--- src/rtl/sh_sync_gen_if.sv ---
// Signal bundle between the RF front end / TX control and sh_sync_gen.
// master drives rfin/rx_mode/tx_rdy; slave (the generator) drives the strobes and status.
interface sh_sync_gen_if #(
    parameter int unsigned CNT_W = 16
);
    logic             rfin;
    logic             rx_mode;
    logic             tx_rdy;
    logic             sh_en;
    logic             fsm_rst;
    logic             timeout_err;
    logic             locked;
    logic             busy;
    logic [CNT_W-1:0] avg_period;

    modport master (
        output rfin, rx_mode, tx_rdy,
        input  sh_en, fsm_rst, timeout_err, locked, busy, avg_period
    );

    modport slave (
        input  rfin, rx_mode, tx_rdy,
        output sh_en, fsm_rst, timeout_err, locked, busy, avg_period
    );
endinterface

--- src/rtl/sh_sync_gen.sv ---
// Sample-and-hold sync generator: learns the rfin period (RX) or bursts fixed-interval strobes (TX).
// Optional feature macro: SH_SYNC_GLITCH_FILTER_EN (rfin must stay high GLITCH_CYCLES cycles to count).
module sh_sync_gen #(
    parameter int unsigned CNT_W         = 16,
    parameter int unsigned N_TRAIN       = 8,
    parameter int unsigned N_GEN         = 65,
    parameter int unsigned PHASE_SHIFT   = 1,
    parameter int unsigned TIMEOUT       = 20000,
    parameter int unsigned TX_INTERVAL   = 10000,
    parameter int unsigned N_TX          = 8,
    parameter int unsigned GLITCH_CYCLES = 4
) (
    input  logic         clk,
    input  logic         rst,
    sh_sync_gen_if.slave bus
);

`ifdef SH_SYNC_GLITCH_FILTER_EN
    localparam bit FILTER_EN = 1'b1;
`else
    localparam bit FILTER_EN = 1'b0;
`endif
    // A qualification length of 1 degenerates to a plain rising-edge detect.
    localparam int unsigned QUAL    = FILTER_EN ? GLITCH_CYCLES : 1;
    localparam int unsigned QW      = $clog2(QUAL + 1);
    localparam int unsigned LOG_N   = $clog2(N_TRAIN);
    localparam int unsigned SUM_W   = CNT_W + LOG_N;
    localparam int unsigned ET_W    = $clog2(N_TRAIN + 2);
    localparam int unsigned GEN_MAX = (N_GEN > N_TX) ? N_GEN : N_TX;
    localparam int unsigned GC_W    = $clog2(GEN_MAX + 1);

    typedef enum logic [2:0] {
        S_IDLE,
        S_TRAIN,
        S_COMPUTE,
        S_GEN,
        S_TX_WAIT,
        S_TX_SEND
    } state_t;

    logic [1:0]       rf_sync;
    logic [QW-1:0]    hi_cnt;
    logic             edge_q;

    state_t           state;
    logic [CNT_W-1:0] cnt;
    logic [CNT_W-1:0] avg_q;
    logic [CNT_W-1:0] gen_target;
    logic [SUM_W-1:0] sum;
    logic [ET_W-1:0]  edge_cnt;
    logic [GC_W-1:0]  gen_cnt;
    logic             sh_en_q;
    logic             fsm_rst_q;
    logic             timeout_q;

    // rfin synchroniser and high-run qualifier; edge_q fires once per qualified high period
    always_ff @(posedge clk) begin
        if (rst) begin
            rf_sync <= '0;
            hi_cnt  <= '0;
            edge_q  <= 1'b0;
        end else begin
            rf_sync <= {rf_sync[0], bus.rfin};
            if (!rf_sync[1]) begin
                hi_cnt <= '0;
            end else if (hi_cnt != QW'(QUAL)) begin
                hi_cnt <= hi_cnt + QW'(1);
            end
            edge_q <= rf_sync[1] && (hi_cnt == QW'(QUAL - 1));
        end
    end

    // First GEN strobe lands at the phase offset, later ones a full period apart.
    assign gen_target = (gen_cnt == '0) ? (avg_q >> PHASE_SHIFT) : (avg_q - CNT_W'(1));

    always_ff @(posedge clk) begin
        if (rst) begin
            state     <= S_IDLE;
            cnt       <= '0;
            avg_q     <= '0;
            sum       <= '0;
            edge_cnt  <= '0;
            gen_cnt   <= '0;
            sh_en_q   <= 1'b0;
            fsm_rst_q <= 1'b0;
            timeout_q <= 1'b0;
        end else begin
            sh_en_q   <= 1'b0;
            fsm_rst_q <= 1'b0;
            timeout_q <= 1'b0;
            unique case (state)
                S_IDLE: begin
                    cnt      <= '0;
                    sum      <= '0;
                    edge_cnt <= '0;
                    gen_cnt  <= '0;
                    if (!bus.rx_mode) begin
                        state <= S_TX_WAIT;
                    end else if (edge_q) begin
                        state    <= S_TRAIN;
                        edge_cnt <= ET_W'(1);
                    end
                end
                S_TRAIN: begin
                    cnt <= cnt + CNT_W'(1);
                    if (!bus.rx_mode) begin
                        state <= S_IDLE;
                    end else if (edge_q) begin
                        sum       <= sum + SUM_W'(cnt) + SUM_W'(1);
                        cnt       <= '0;
                        edge_cnt  <= edge_cnt + ET_W'(1);
                        fsm_rst_q <= 1'b1;
                        if (edge_cnt == ET_W'(N_TRAIN)) begin
                            state <= S_COMPUTE;
                        end
                    end else if (cnt == CNT_W'(TIMEOUT - 1)) begin
                        timeout_q <= 1'b1;
                        fsm_rst_q <= 1'b1;
                        state     <= S_IDLE;
                    end
                end
                S_COMPUTE: begin
                    avg_q   <= CNT_W'(sum >> LOG_N);
                    cnt     <= '0;
                    gen_cnt <= '0;
                    state   <= S_GEN;
                end
                S_GEN: begin
                    cnt <= cnt + CNT_W'(1);
                    if (!bus.rx_mode) begin
                        state <= S_IDLE;
                    end else if (cnt == gen_target) begin
                        sh_en_q <= 1'b1;
                        cnt     <= '0;
                        gen_cnt <= gen_cnt + GC_W'(1);
                        if (gen_cnt == GC_W'(N_GEN - 1)) begin
                            state <= S_IDLE;
                        end
                    end
                end
                S_TX_WAIT: begin
                    cnt <= '0;
                    if (bus.rx_mode) begin
                        state <= S_IDLE;
                    end else if (bus.tx_rdy) begin
                        gen_cnt <= '0;
                        state   <= S_TX_SEND;
                    end
                end
                S_TX_SEND: begin
                    cnt <= cnt + CNT_W'(1);
                    if (bus.rx_mode) begin
                        state <= S_IDLE;
                    end else if (cnt == CNT_W'(TX_INTERVAL - 1)) begin
                        sh_en_q <= 1'b1;
                        cnt     <= '0;
                        gen_cnt <= gen_cnt + GC_W'(1);
                        if (gen_cnt == GC_W'(N_TX - 1)) begin
                            state <= S_IDLE;
                        end
                    end
                end
                default: state <= S_IDLE;
            endcase
        end
    end

    assign bus.sh_en       = sh_en_q;
    assign bus.fsm_rst     = fsm_rst_q;
    assign bus.timeout_err = timeout_q;
    assign bus.avg_period  = avg_q;
    assign bus.locked      = (state == S_GEN);
    assign bus.busy        = (state != S_IDLE);

endmodule

--- src/flat_wrapper.sv ---
// flat-port wrapper written by rule: the top's interface ports become plain ports
module sh_sync_gen_flat 
#(
    parameter int unsigned CNT_W         = 16,
    parameter int unsigned N_TRAIN       = 8,
    parameter int unsigned N_GEN         = 65,
    parameter int unsigned PHASE_SHIFT   = 1,
    parameter int unsigned TIMEOUT       = 20000,
    parameter int unsigned TX_INTERVAL   = 10000,
    parameter int unsigned N_TX          = 8,
    parameter int unsigned GLITCH_CYCLES = 4
)
  (clk, rst, bus_rfin, bus_rx_mode, bus_tx_rdy, bus_sh_en, bus_fsm_rst, bus_timeout_err, bus_locked, bus_busy, bus_avg_period);
  sh_sync_gen_if #(.CNT_W(CNT_W)) bus_i ();
  input  logic clk;
  input  logic rst;
  input wire logic [$bits(bus_i.rfin)-1:0] bus_rfin;
  input wire logic [$bits(bus_i.rx_mode)-1:0] bus_rx_mode;
  input wire logic [$bits(bus_i.tx_rdy)-1:0] bus_tx_rdy;
  output wire logic [$bits(bus_i.sh_en)-1:0] bus_sh_en;
  output wire logic [$bits(bus_i.fsm_rst)-1:0] bus_fsm_rst;
  output wire logic [$bits(bus_i.timeout_err)-1:0] bus_timeout_err;
  output wire logic [$bits(bus_i.locked)-1:0] bus_locked;
  output wire logic [$bits(bus_i.busy)-1:0] bus_busy;
  output wire logic [$bits(bus_i.avg_period)-1:0] bus_avg_period;
  assign bus_i.rfin = bus_rfin;
  assign bus_i.rx_mode = bus_rx_mode;
  assign bus_i.tx_rdy = bus_tx_rdy;
  assign bus_sh_en = bus_i.sh_en;
  assign bus_fsm_rst = bus_i.fsm_rst;
  assign bus_timeout_err = bus_i.timeout_err;
  assign bus_locked = bus_i.locked;
  assign bus_busy = bus_i.busy;
  assign bus_avg_period = bus_i.avg_period;
  sh_sync_gen #(.CNT_W(CNT_W), .N_TRAIN(N_TRAIN), .N_GEN(N_GEN), .PHASE_SHIFT(PHASE_SHIFT), .TIMEOUT(TIMEOUT), .TX_INTERVAL(TX_INTERVAL), .N_TX(N_TX), .GLITCH_CYCLES(GLITCH_CYCLES)) u_core (.clk(clk), .rst(rst), .bus(bus_i));
endmodule
--- config.mk ---
export PLATFORM = sky130hd
export DESIGN_NAME = sh_sync_gen_flat
export DESIGN_NICKNAME = d
export VERILOG_FILES = /design/src/rtl/sh_sync_gen_if.sv /design/src/rtl/sh_sync_gen.sv /design/src/flat_wrapper.sv
export SDC_FILE = /design/constraint.sdc
export NUM_CORES = 1
export LEC_CHECK = 0
export ABC_AREA = 1
export BUFFER_PORTS_ARGS = -buffer_cell sky130_fd_sc_hd__buf_2
export CORE_MARGIN = 2
export CORE_UTILIZATION = 56
export DETAILED_ROUTE_END_ITERATION = 8
export PLACE_DENSITY = 0.77
export SLEW_MARGIN = 20
export SYNTH_ARGS = -nofsm -noshare
export SYNTH_HDL_FRONTEND = slang
export SYNTH_SLANG_ARGS = --single-unit
export TNS_END_PERCENT = 50
--- constraint.sdc ---
create_clock -name clk -period 2.5 [get_ports clk]
set_input_delay 0 -clock clk [delete_from_list [all_inputs] [get_ports clk]]
set_output_delay 0 -clock clk [all_outputs]
set_load 0.1 [all_outputs]
* Yosys cells after proc, flatten, opt, wreduce, memory -nomap -nowiden *
Index checks and enable logic that the tools add are counted.
Widths: inputs -> output; s select.

storage, ports and cells
  register bits after elaboration = 72
  word-level logic and storage cells = 111
  bits of input ports = 5
  output and inout port bits = 21

cells by class
  equality and inequality tests = 27
  reductions and logical operators = 15
  muxes and demuxes = 46
  $add $sub $neg = 7
  bitwise logic cells = 4

operators with widths
  cell                   count
  $mux 16                7
  $pmux 16 s4            1
  $mux 3                 14
  $mux 7                 6
  $mux 19                2
  $pmux 19 s2            1
  $pmux 7 s4             1
  $add 19x1->19 const B  1
  $add 19x16->19         1
  $pmux 3 s6             1
  $add 16x1->16 const B  1
  $eq 16x14->1 const B   1
  $eq 16x15->1 const B   1
  $eq 16x16->1           1
  $sub 16x1->16 const B  1
  $ne 3x2->1 const B     5
  $mux 4                 3
  $ne 2x2->1 const B     5
  $mux 1                 8
  $pmux 4 s2             1
  $reduce_and 8->1       1
  $reduce_bool 4->1      2
  $add 7x1->7 const B    1
  $eq 7x3->1 const B     1
  23 further kinds       32

* Longest topological paths before layout *
  word-level depth = 6
  mapped depth = 19
  depth with buffers taken out = 19

* Worst setup path before layout *
Ideal clock, no wire load.

  path type = reg-to-reg
  start point = register u_core.state[2]
  end point = register u_core.cnt[0]
  data arrival time = 3.787 ns
  library setup time = 0.070 ns
  path buffers = 2
  path slack = -1.357 ns
  required time = 2.430 ns
  stages on the path, launching flop included = 8
  period minus slack after synthesis = 3.857 ns
  path through = dfxtp_1 -> buf_2 -> nor3_1 -> a22oi_1 -> nand2_4 -> buf_6 -> nand2_1 -> a21oi_1

between the ends
  elaborated cells on any way between the ends = 9
  those cells by class = eq/ne (5); mux (1); reduce/logical (3)

RTL lines
  item                                              RTL line            text
  start, declared                                   sh_sync_gen.sv:45   state_t state;
  start signal, assigned                            sh_sync_gen.sv:78   state <= S_IDLE;
  start signal, assigned                            sh_sync_gen.sv:98   state <= S_TX_WAIT;
  start signal, assigned                            sh_sync_gen.sv:100  state <= S_TRAIN;
  $eq 3x2->1 (*)                                    n/a
  named net bus_locked                              flat_wrapper.sv:23  output wire logic [$bits(bus_i.locked)-1:0] bus_locked;
  $pmux 16 s4 or $reduce_bool 4->1 (tied branches)  n/a
  end signal, assigned                              sh_sync_gen.sv:105  cnt <= cnt + CNT_W'(1);
  end signal, assigned                              sh_sync_gen.sv:129  cnt <= cnt + CNT_W'(1);
  end signal, assigned                              sh_sync_gen.sv:151  cnt <= cnt + CNT_W'(1);
  end, declared                                     sh_sync_gen.sv:46   logic [CNT_W-1:0] cnt;

Mark *: on every way through the listed nets, which the timed path passes. The rest lies on a longest branch.
A chain may end at the register's enable or synchronous reset.

* Worst setup path after layout *
  start point = register u_core.cnt[0]
  end point = register u_core.sum[18]

between the ends
  word-level cells in the longest chain between the ends = 5

ends and longest elaborated chain
  item                  RTL line            text
  $add 19x16->19        sh_sync_gen.sv:109  sum <= sum + SUM_W'(cnt) + SUM_W'(1);
  $add 19x1->19         sh_sync_gen.sv:109
  $mux 19               sh_sync_gen.sv:108  end else if (edge_q) begin
  $mux 19               sh_sync_gen.sv:106  if (!bus.rx_mode) begin
  $pmux 19 s2           sh_sync_gen.sv:91   unique case (state)
  end signal, assigned  sh_sync_gen.sv:109
  end, declared         sh_sync_gen.sv:49   logic [SUM_W-1:0] sum;

No other way between the ends. The select of a mux whose other input is x is not followed.

==> flow_metrics.env <==
export IMPL_final_util=0.678
export IMPL_place_area_mm2=0.00550
export IMPL_syn_area_mm2=0.00513
export IMPL_max_cap_violations=0
export IMPL_place_gp_congestion=0.944
export IMPL_max_clock_path_buffers=2
export IMPL_nFillCells=802
export IMPL_synthCells=829
export IMPL_diodes=0
export IMPL_fin_cells=996
export IMPL_fin_area_mm2=0.00597
export IMPL_synth_top_area_cell="dfxtp_1"
export IMPL_setup_slack_ns=0.122
export IMPL_post_synth_num_cell_types=41
export IMPL_syn2layout_area_growth_pct=16.4
export IMPL_drtIter0Drc=407
export IMPL_cts_clk_slew_worst_paths_ns=0.09
export IMPL_status="finished, final reports clean"
export IMPL_crit_start="u_core.cnt[0]$_SDFFE_PP0P_"
export IMPL_grt_pass1_vias=5193
export IMPL_p_per_area_mw_per_mm2=917
export IMPL_insertion_delay_ns=0.36
export IMPL_die_y_um=99.7
export IMPL_max_freq_ghz=0.420
export IMPL_die_w_um=99.7
export IMPL_core_area_mm2=0.00881
export IMPL_worst_path_buf_inv=4
export IMPL_post_route_drc_count=0
export IMPL_final_antenna_net_count=0
export IMPL_ys_top_cells_by_area="dfxtp_1, nand2_1, a21oi_1"
export IMPL_fin_skew_ns=0.0117
export IMPL_cts_root_buf="clkbuf_8"
export IMPL_final_hold_viol_count=0
export IMPL_grt_pass1_wl_um=24000
export IMPL_endpoint_kind="flip-flop"
export IMPL_synth_avg_cell_area_um2=6.19
export IMPL_ys_ff_latch=72
export IMPL_crit_type="flip-flop to flip-flop"
export IMPL_cp_arrival_ns=2.68
export IMPL_vias=5678
export IMPL_start_kind="flip-flop"
export IMPL_maxSlewViolCount=0
export IMPL_seq_area_mm2=0.00146
export IMPL_row_count=34
export IMPL_cpLargestDelayFamily="simple AND/OR/NAND/NOR gates"
export IMPL_multi_input_area_mm2=0.00337
export IMPL_finalCritPeriodShare=0.951
export IMPL_cp_max_fo=4
export IMPL_r2r_start="u_core.cnt[0]$_SDFFE_PP0P_"
export IMPL_port_buffers=25
export IMPL_setup_viol=0
export IMPL_layout_nets=911
export IMPL_cts_sinks=72
export IMPL_drt_total_wl_um=15100
export IMPL_yosysTopAreaCellShare=0.281
export IMPL_dieArea_mm2=0.00994
export IMPL_cp_common_cell="nor2_1"
export IMPL_period_needed_ns=2.38
export IMPL_hold_path_class="input pin to flip-flop"
export IMPL_hp_start="rst"
export IMPL_cp_cell_sequence="inv_2, ha_4, fa_2, inv_2, nand3_2, nor2_2, nor2_2, nor2_1, nand2_1, o21bai_2, nand2_1, nor2_1, nor2_1, o21ai_1, buf_4, nand3_1, nand2_1, inv_1, nor2_1"
export IMPL_place_inst=967
export IMPL_synth_yosys_seq_area_share=0.281
export IMPL_htree_num_levels=3
export IMPL_rsz0062_at_grt="true"
export IMPL_mappedNetlistNets=857
export IMPL_vdd_drop_max_v=0.000474
export IMPL_maxSlewHeadroom=0.643
export IMPL_slowest_stage="dfxtp_2"
export IMPL_cts_buffers=9
export IMPL_io_pins=26
export IMPL_via_per_inst=5.70
export IMPL_overflow=0
export IMPL_cts_tree="done"
export IMPL_start_util=0.582
export IMPL_layout_drive_gt1_share=0.182
export IMPL_pre_cts_ws_ns=-0.00122
export IMPL_tns_ns=0
export IMPL_hpwlAfterDp_um=11200
export IMPL_worst_pin_slew_ns=0.535
export IMPL_critPathMaxStageDelay_ns=0.34
export IMPL_synth_yosys_warnings=0
export IMPL_track_usage=0.301
export IMPL_firstDrtPassIters=5
export IMPL_critPathRequiredTime_ns=2.80
export IMPL_grt_max_degree=29
export IMPL_wl_per_cell_um=15.1
export IMPL_power_leakage_nw=2.78
export IMPL_antenna_found_initial=0
## cell usage after synthesis (all sizes together)
library cell  count
nor3             12
buf               4
a21o              1
clkbuf           16
o211ai            1
nor2            127
clkinv            2
ha               22
xnor2             2
fa                1
or2               5
o21ai            68
nand4             7
a22oi             1
dfxtp            72
nand3b            2
a21oi            89
nand2           198
nor3b             2
and3              1
inv              98
o21bai            2
a211oi            2
o31ai             1
xor2             17
a31oi             3
o2111ai           1
a21boi            1
and2              3
nand3            62
nor4              6
## routing by layer
layer | part of all wire | up-vias | global-route usage
li1 | - | 2812 | -
met1 | 0.43 | 2577 | 0.396
met2 | 0.46 | 245 | 0.495
met3 | 0.080 | 44 | 0.0506
met4 | 0.031 | 0 | 0.115
met5 | 0 | - | 0
## final timing paths
check                                 end  depth (start not counted)  slack (ns)
max           u_core.sum[18]$_SDFFE_PP0P_                         19        0.12
max reg2reg   u_core.sum[18]$_SDFFE_PP0P_                         19        0.12
min reg2reg      u_core.edge_q$_SDFF_PP0_                          1        0.39
min          u_core.rf_sync[0]$_SDFF_PP0_                          2        0.09
## power breakdown
group	switching (mW)	internal, mW	leakage (nW)
Clock	0.503	0.492	0.0989
Combinational	2.03	1.06	2.09
Sequential	0.124	1.26	0.589
## logic make-up after synthesis
group / count (synthesis) / synth area share
flip-flops: 72 / 0.281
buffers and inverters: 120 / 0.0925
adder cells (fa/ha/maj): 23 / 0.0576
AND/OR/NAND/NOR: 425 / 0.364
AO/OA/AOI/OAI: 170 / 0.173
XOR/XNOR: 19 / 0.0325
## placed cells by master, fill, tap and decap left out, types with 3 or more instances in the layout
master	synthesis	final
o21ai_1	5	10
nand3_1	59	57
buf_2	1	25
nand2_4	2	4
buf_4	0	34
dfxtp_2	0	12
nand3_2	3	5
nand4_1	7	7
nor2_4	4	5
a31oi_1	3	3
inv_1	84	81
nand2_1	190	188
nor4_1	6	5
clkbuf_8	0	10
xor2_1	17	16
inv_2	14	16
o21ai_0	63	58
and2_1	3	3
nor2_1	114	111
a21oi_2	1	7
ha_1	22	17
nor2_2	9	11
a21oi_1	88	82
ha_2	0	3
nand2_2	6	6
dfxtp_1	72	59
nor3_1	10	9
or2_2	5	5
## repair_timing
action	4_1_cts	5_1_grt
pin swaps	1	13
gates cloned	0	1
gates resized for setup	2	42
hold endpoints to repair	2	0
hold buffers	2	0
endpoints found under the setup margin	1	31
buffers inserted	4	7
## state kept, by name, indices dropped and copies added, names as in the netlist
| name | count |
|---|---|
| u_core.bus.timeout_err | 1 |
| u_core.state | 3 |
| u_core.gen_cnt | 7 |
| u_core.hi_cnt | 1 |
| u_core.bus.avg_period | 16 |
| u_core.bus.fsm_rst | 1 |
| u_core.edge_q | 1 |
| u_core.rf_sync | 2 |
| u_core.cnt | 16 |
| u_core.sum | 19 |
| u_core.bus.sh_en | 1 |
| u_core.edge_cnt | 4 |
## cell type report
| class | count | share of cell area |
|---|---|---|
| timing repair buffer | 62 | 0.0704 |
| clock buffer | 10 | 0.0231 |
| inverter | 100 | 0.0633 |
| sequential | 72 | 0.245 |
| tap | 108 | 0.0226 |
| clock inverter | 6 | 0.0113 |
| multi-input combinational | 638 | 0.565 |
## worst register-to-register path, stage by stage, from the launching register on
cell and delay, ns:
dfxtp_2 0.34, inv_2 0.05, ha_4 0.16, fa_2 0.34
inv_2 0.08, nand3_2 0.07, nor2_2 0.12, nor2_2 0.06
nor2_1 0.09, nand2_1 0.08, o21bai_2 0.15, nand2_1 0.09
nor2_1 0.10, nor2_1 0.06, o21ai_1 0.13, buf_4 0.14
nand3_1 0.06, nand2_1 0.06, inv_1 0.04, nor2_1 0.08
## through the flow
step / total power [mW] / hold slack (ns)
after floorplan: 3.57 / 0.107
final: 5.47 / 0.0904
after global placement: 4.04 / 0.207
after detailed placement: 4.10 / 0.211
after CTS: 5.10 / 0.0886
after global routing: 5.86 / 0.117
Power figures use the tool's default switching activity.
